**src/rtl/stack8_defs.sv**
```systemverilog
// stack8_defs: shared sizes and FSM encodings for the stack8 controller.
package stack8_defs;
  localparam int WIDTH = 16;
  localparam int DEPTH = 8;
  localparam int AW    = 3;

  // Two-state controller: normal push/pop service, or the zero-fill walk.
  localparam logic [0:0] ST_RUN = 1'b0;
  localparam logic [0:0] ST_CLR = 1'b1;
endpackage

```
**src/rtl/stack8_ptr.sv**
```systemverilog
// stack8_ptr: saturating up/down stack pointer with full/empty decode.
module stack8_ptr
  import stack8_defs::*;
#(
  parameter int DEPTH_P = DEPTH,
  parameter int AW_P    = AW
) (
  input  logic          clk,
  input  logic          rst_n,
  input  logic          inc,
  input  logic          dec,
  input  logic          zero,
  output logic [AW_P:0] sp,
  output logic          full,
  output logic          empty
);
  localparam logic [AW_P:0] SP_MAX = (AW_P+1)'(DEPTH_P);

  // Pointer update; callers only raise inc/dec when it cannot over/underflow,
  // the full/empty guards here keep it from wrapping regardless.
  always_ff @(posedge clk) begin
    if (!rst_n)                 sp <= '0;
    else if (zero)              sp <= '0;
    else if (inc && !dec && !full)  sp <= sp + 1'b1;
    else if (dec && !inc && !empty) sp <= sp - 1'b1;
  end

  assign full  = (sp == SP_MAX);
  assign empty = (sp == '0);
endmodule

```
**src/rtl/stack8_ctrl.sv**
```systemverilog
// stack8_ctrl: LIFO controller driving an external ram8 register file.
module stack8_ctrl
  import stack8_defs::*;
#(
  parameter int WIDTH_P = WIDTH,
  parameter int DEPTH_P = DEPTH,
  parameter int AW_P    = AW
) (
  input  logic               clk,
  input  logic               rst_n,
  input  logic               push,
  input  logic               pop,
  input  logic               clear,
  input  logic [WIDTH_P-1:0] din,
  output logic [WIDTH_P-1:0] dout,
  output logic               dout_valid,
  output logic [AW_P:0]      count,
  output logic               full,
  output logic               empty,
  output logic               busy,
  output logic               err,
  output logic [WIDTH_P-1:0] ram_in,
  output logic [AW_P-1:0]    ram_add,
  output logic               ram_load,
  input  logic [WIDTH_P-1:0] ram_out
);
  localparam logic [AW_P-1:0] CLR_LAST = AW_P'(DEPTH_P-1);

  logic [0:0]      state;
  logic [AW_P-1:0] clr_idx;
  logic [AW_P:0]   sp, sp_m1;
  logic            run, req_push, req_pop, req_both;
  logic            do_push, do_pop, do_repl, do_byp, ovf, unf, clr_done;
  logic            load_raw;

  assign run      = (state == ST_RUN);
  assign req_push = run && !clear && push && !pop;
  assign req_pop  = run && !clear && pop && !push;
  assign req_both = run && !clear && push && pop;

  assign do_push  = req_push && !full;
  assign ovf      = req_push && full;
  assign do_pop   = req_pop && !empty;
  assign unf      = req_pop && empty;
  assign do_repl  = req_both && !empty;
  assign do_byp   = req_both && empty;
  assign clr_done = !run && (clr_idx == CLR_LAST);

  assign sp_m1 = sp - 1'b1;

  stack8_ptr #(.DEPTH_P(DEPTH_P), .AW_P(AW_P)) u_ptr (
    .clk   (clk),
    .rst_n (rst_n),
    .inc   (do_push),
    .dec   (do_pop),
    .zero  (clr_done),
    .sp    (sp),
    .full  (full),
    .empty (empty)
  );

  assign count = sp;
  assign busy  = !run;

  // RAM drive: zero-fill walk in CLR, else top-of-stack address per request.
  always_comb begin
    ram_add  = '0;
    ram_in   = '0;
    load_raw = 1'b0;
    if (!run) begin
      ram_add  = clr_idx;
      load_raw = 1'b1;
    end else if (do_push) begin
      ram_add  = sp[AW_P-1:0];
      ram_in   = din;
      load_raw = 1'b1;
    end else if (do_pop) begin
      ram_add  = sp_m1[AW_P-1:0];
    end else if (do_repl) begin
      ram_add  = sp_m1[AW_P-1:0];
      ram_in   = din;
      load_raw = 1'b1;
    end
  end

  // A reset edge must never commit a write, even mid-clear.
  assign ram_load = load_raw && rst_n;

  // FSM and zero-fill index.
  always_ff @(posedge clk) begin
    if (!rst_n) begin
      state   <= ST_RUN;
      clr_idx <= '0;
    end else if (run) begin
      clr_idx <= '0;
      if (clear) state <= ST_CLR;
    end else begin
      clr_idx <= clr_idx + 1'b1;
      if (clr_done) state <= ST_RUN;
    end
  end

  // Popped data: ram_out is the pre-edge top; bypass forwards din directly.
  always_ff @(posedge clk) begin
    if (!rst_n) begin
      dout       <= '0;
      dout_valid <= 1'b0;
    end else begin
      dout_valid <= 1'b0;
      if (do_pop || do_repl) begin
        dout       <= ram_out;
        dout_valid <= 1'b1;
      end else if (do_byp) begin
        dout       <= din;
        dout_valid <= 1'b1;
      end
    end
  end

  // Sticky error: set on refused request, cleared only by reset or clear.
  always_ff @(posedge clk) begin
    if (!rst_n)          err <= 1'b0;
    else if (clr_done)   err <= 1'b0;
    else if (ovf || unf) err <= 1'b1;
  end
endmodule

```
**config.mk**
```make
export PLATFORM = sky130hd
export DESIGN_NAME = stack8_ctrl
export DESIGN_NICKNAME = d
export VERILOG_FILES = /design/src/rtl/stack8_defs.sv /design/src/rtl/stack8_ptr.sv /design/src/rtl/stack8_ctrl.sv
export SDC_FILE = /design/constraint.sdc
export NUM_CORES = 1
export LEC_CHECK = 0
export BUFFER_PORTS_ARGS = -buffer_cell sky130_fd_sc_hd__clkbuf_2
export CAP_MARGIN = 20
export CORE_MARGIN = 4
export CORE_UTILIZATION = 45
export CTS_CLUSTER_DIAMETER = 200
export CTS_CLUSTER_SIZE = 14
export DETAILED_ROUTE_END_ITERATION = 6
export PLACE_DENSITY = 0.85
export SLEW_MARGIN = 10
export SYNTH_ARGS = -nofsm -noshare
export SYNTH_HDL_FRONTEND = slang
export SYNTH_SLANG_ARGS = --single-unit
```
**constraint.sdc**
```tcl
create_clock -name clk -period 6.18 [get_ports clk]
set_clock_uncertainty 0.15 [all_clocks]
set_input_delay 0.927 -clock clk [delete_from_list [all_inputs] [get_ports clk]]
set_output_delay 0.927 -clock clk [all_outputs]
set_load 0.01 [all_outputs]
```
==> metrics.txt <==
outcome=complete, no violations; clk slew on worst S/H paths=0.13 ns; first-pass GRT wire length=5.73 mm; count leader, synth=dfxtp_1; Ant. Diodes=0; Final Hold Viols=0; Mean Syn Cell Area=10.6 um2; crit path kind=reg2out; port bufs=81; die height=66.7 um; core footprint=3340 um2; ranking of synthesized cells by area=dfxtp_1 34%, mux2i_1 12%, o2bb2ai_2 9.7%; gpl congestion=0.808; Power Density=168 nW/um2; number of global-route vias before repair=1255; endpoints failing setup=0; Tcrit/Tclk final=64.2%; H-tree Lvls=1; M1 WL=1.52 mm; Mapped Cells=146; Core Util, Final=58.1%; post-CTS resize count=0; syn nets=187; row cnt=21; max-cap viol count=0; Slew Viols, Final=0; Achievable Freq=0.252 GHz; initial antenna violation count=0; ANT nets after route=0; GRT Total Usage=16.5%; Setup TNS=0 ns; Post-synth top cells=26 x dfxtp_1, 18 x mux2i_1, 16 x and2_1, 10 x o2bb2ai_2; worst path required time=5.10 ns; Starting Density=46.4%; setup ws final=2.21 ns; Worst Hold Class=reg2reg; leakage=1.06 nW; CP Capture Type=primary output; sequential share of the synthesized area=33.6%; final cell count without fillers=267; Area Overhead vs Synth=25.1%; worst skew pair latency=0.31 ns; Overflow after GRT=0; RSZ-0062 raised after global routing=false; Die Area=4440 um2; Num CTS Buffers=3; IO Pins=82; slew margin rel.=32.9%; startpoint types=flop; slew at the pin closest to its max-slew limit=1.01 ns; Cell Area, Synth=1550 um2; arrival time worst endpoint=2.89 ns; top_reg_cell synth=dfxtp_1; share of the synthesized area in the top cell type=33.6%; Clock Tree Buf Depth=2; Post-synth EDFFs=0; placed cells=263; largest area contributor in the netlist=dfxtp_1; Synth Warn #=0; metal3 WL=319 um; # clock sinks=26; crit path time final=3.97 ns; pre-CTS WS=2.47 ns; ys async rst share=0%; detailed-router iteration count before antenna repair=4; Detailed Place HPWL=2.87 mm; layout cells sized above 1=46.6%; CTS tree=yes; drt via density=5.19; CTS root buf=clkbuf_4; max layer used=met4; Yosys reg bits=26; Worst IR Drop VDD=0.0787 mV; wire per inst=13.6 um; met2 WL=1.76 mm; CP Max Fanout=19; hold_buf cts=0; # DRC=0; pin count of the biggest net entering global routing=20; nets@finish=263; Die X-Extent=66.7 um; vias post-DR=1387; Synth cell types=44; Initial DRC Count=103; WL final=3.62 mm; setup bufs post-CTS=0
critical path, cell delays in order, from the launching register on:
cell and delay [ns]:
dfxtp_1 0.50, inv_1 0.10, ha_1 0.27, or3b_1 0.40
nand3_2 0.54, o311ai_0 0.56, clkbuf_2 0.21
metal layers:
layer,track usage [%],up-vias
met2,28.1,59
met1,20.4,639
met5,0,-
met4,4.57,0
li1,-,687
met3,4.05,2
cells by family after synthesis:
logic type                 count (synthesis)  synth area share, %
buffers and inverters                     16                 8.56
and+or+nand+nor                           47                 19.0
DFF                                       26                 33.6
xor gates and xnor gates                   1                0.566
adders and majority gates                  4                 3.23
AOI/OAI and AO/OA                         32                 22.0
muxes                                     20                 13.1
power by group:
part	internal (mW)	leakage (nW)	total, mW	switching, mW
logic	0.0288	0.823	0.0626	0.0338
clock network	0.0360	0.0210	0.0846	0.0486
registers	0.173	0.211	0.179	0.00563
total	0.238	1.06	0.326	0.0881
worst paths after layout:
check                           slack [ns]                     start                    end  cells after the start
worst max-delay path                  2.21  u_ptr.sp[0]$_SDFFE_PP0P_             ram_add[2]                      6
worst min-delay path                  0.33     dout[10]$_SDFFE_PN0P_  dout[10]$_SDFFE_PN0P_                      1
worst max register to register        3.65  u_ptr.sp[0]$_SDFFE_PP0P_   dout[4]$_SDFFE_PN0P_                      6
worst min register to register        0.33     dout[10]$_SDFFE_PN0P_  dout[10]$_SDFFE_PN0P_                      1
registers in the layout (all words and copies together) (netlist names):
signal / cells
busy: 1
err: 1
dout: 16
clr_idx: 3
dout_valid: 1
u_ptr.sp: 4
final cells by class:
type,count,area [um2]
inverters,6,22.5
repair buffers,81,405
well taps,46,57.6
multi-input cells,104,896
fillers,322,1400
clock buffers,4,36.3
flip-flops and latches,26,520
layout by cell type (no fill, tap or decap), drive strengths merged, types with 3 or more instances in the layout:
cell and n:
clkbuf 85, mux2i 18, a21oi 3, dfxtp 26, and2 17, nand3 4, nor2 4, o2bb2ai 16
ha 4, and3 4, inv 6, nand2 5
through the flow:
step | power [mW] | cell area (um2) | hold slack (ns)
final | 0.326 | 1940 | 0.328
after global placement | 0.244 | 1900 | 0.294
after CTS | 0.331 | 1940 | 0.332
after global routing | 0.343 | 1940 | 0.340
after floorplan | 0.223 | 1550 | 0.341
after detailed placement | 0.245 | 1900 | 0.299
Note: power is estimated with default switching activity, not from simulation.
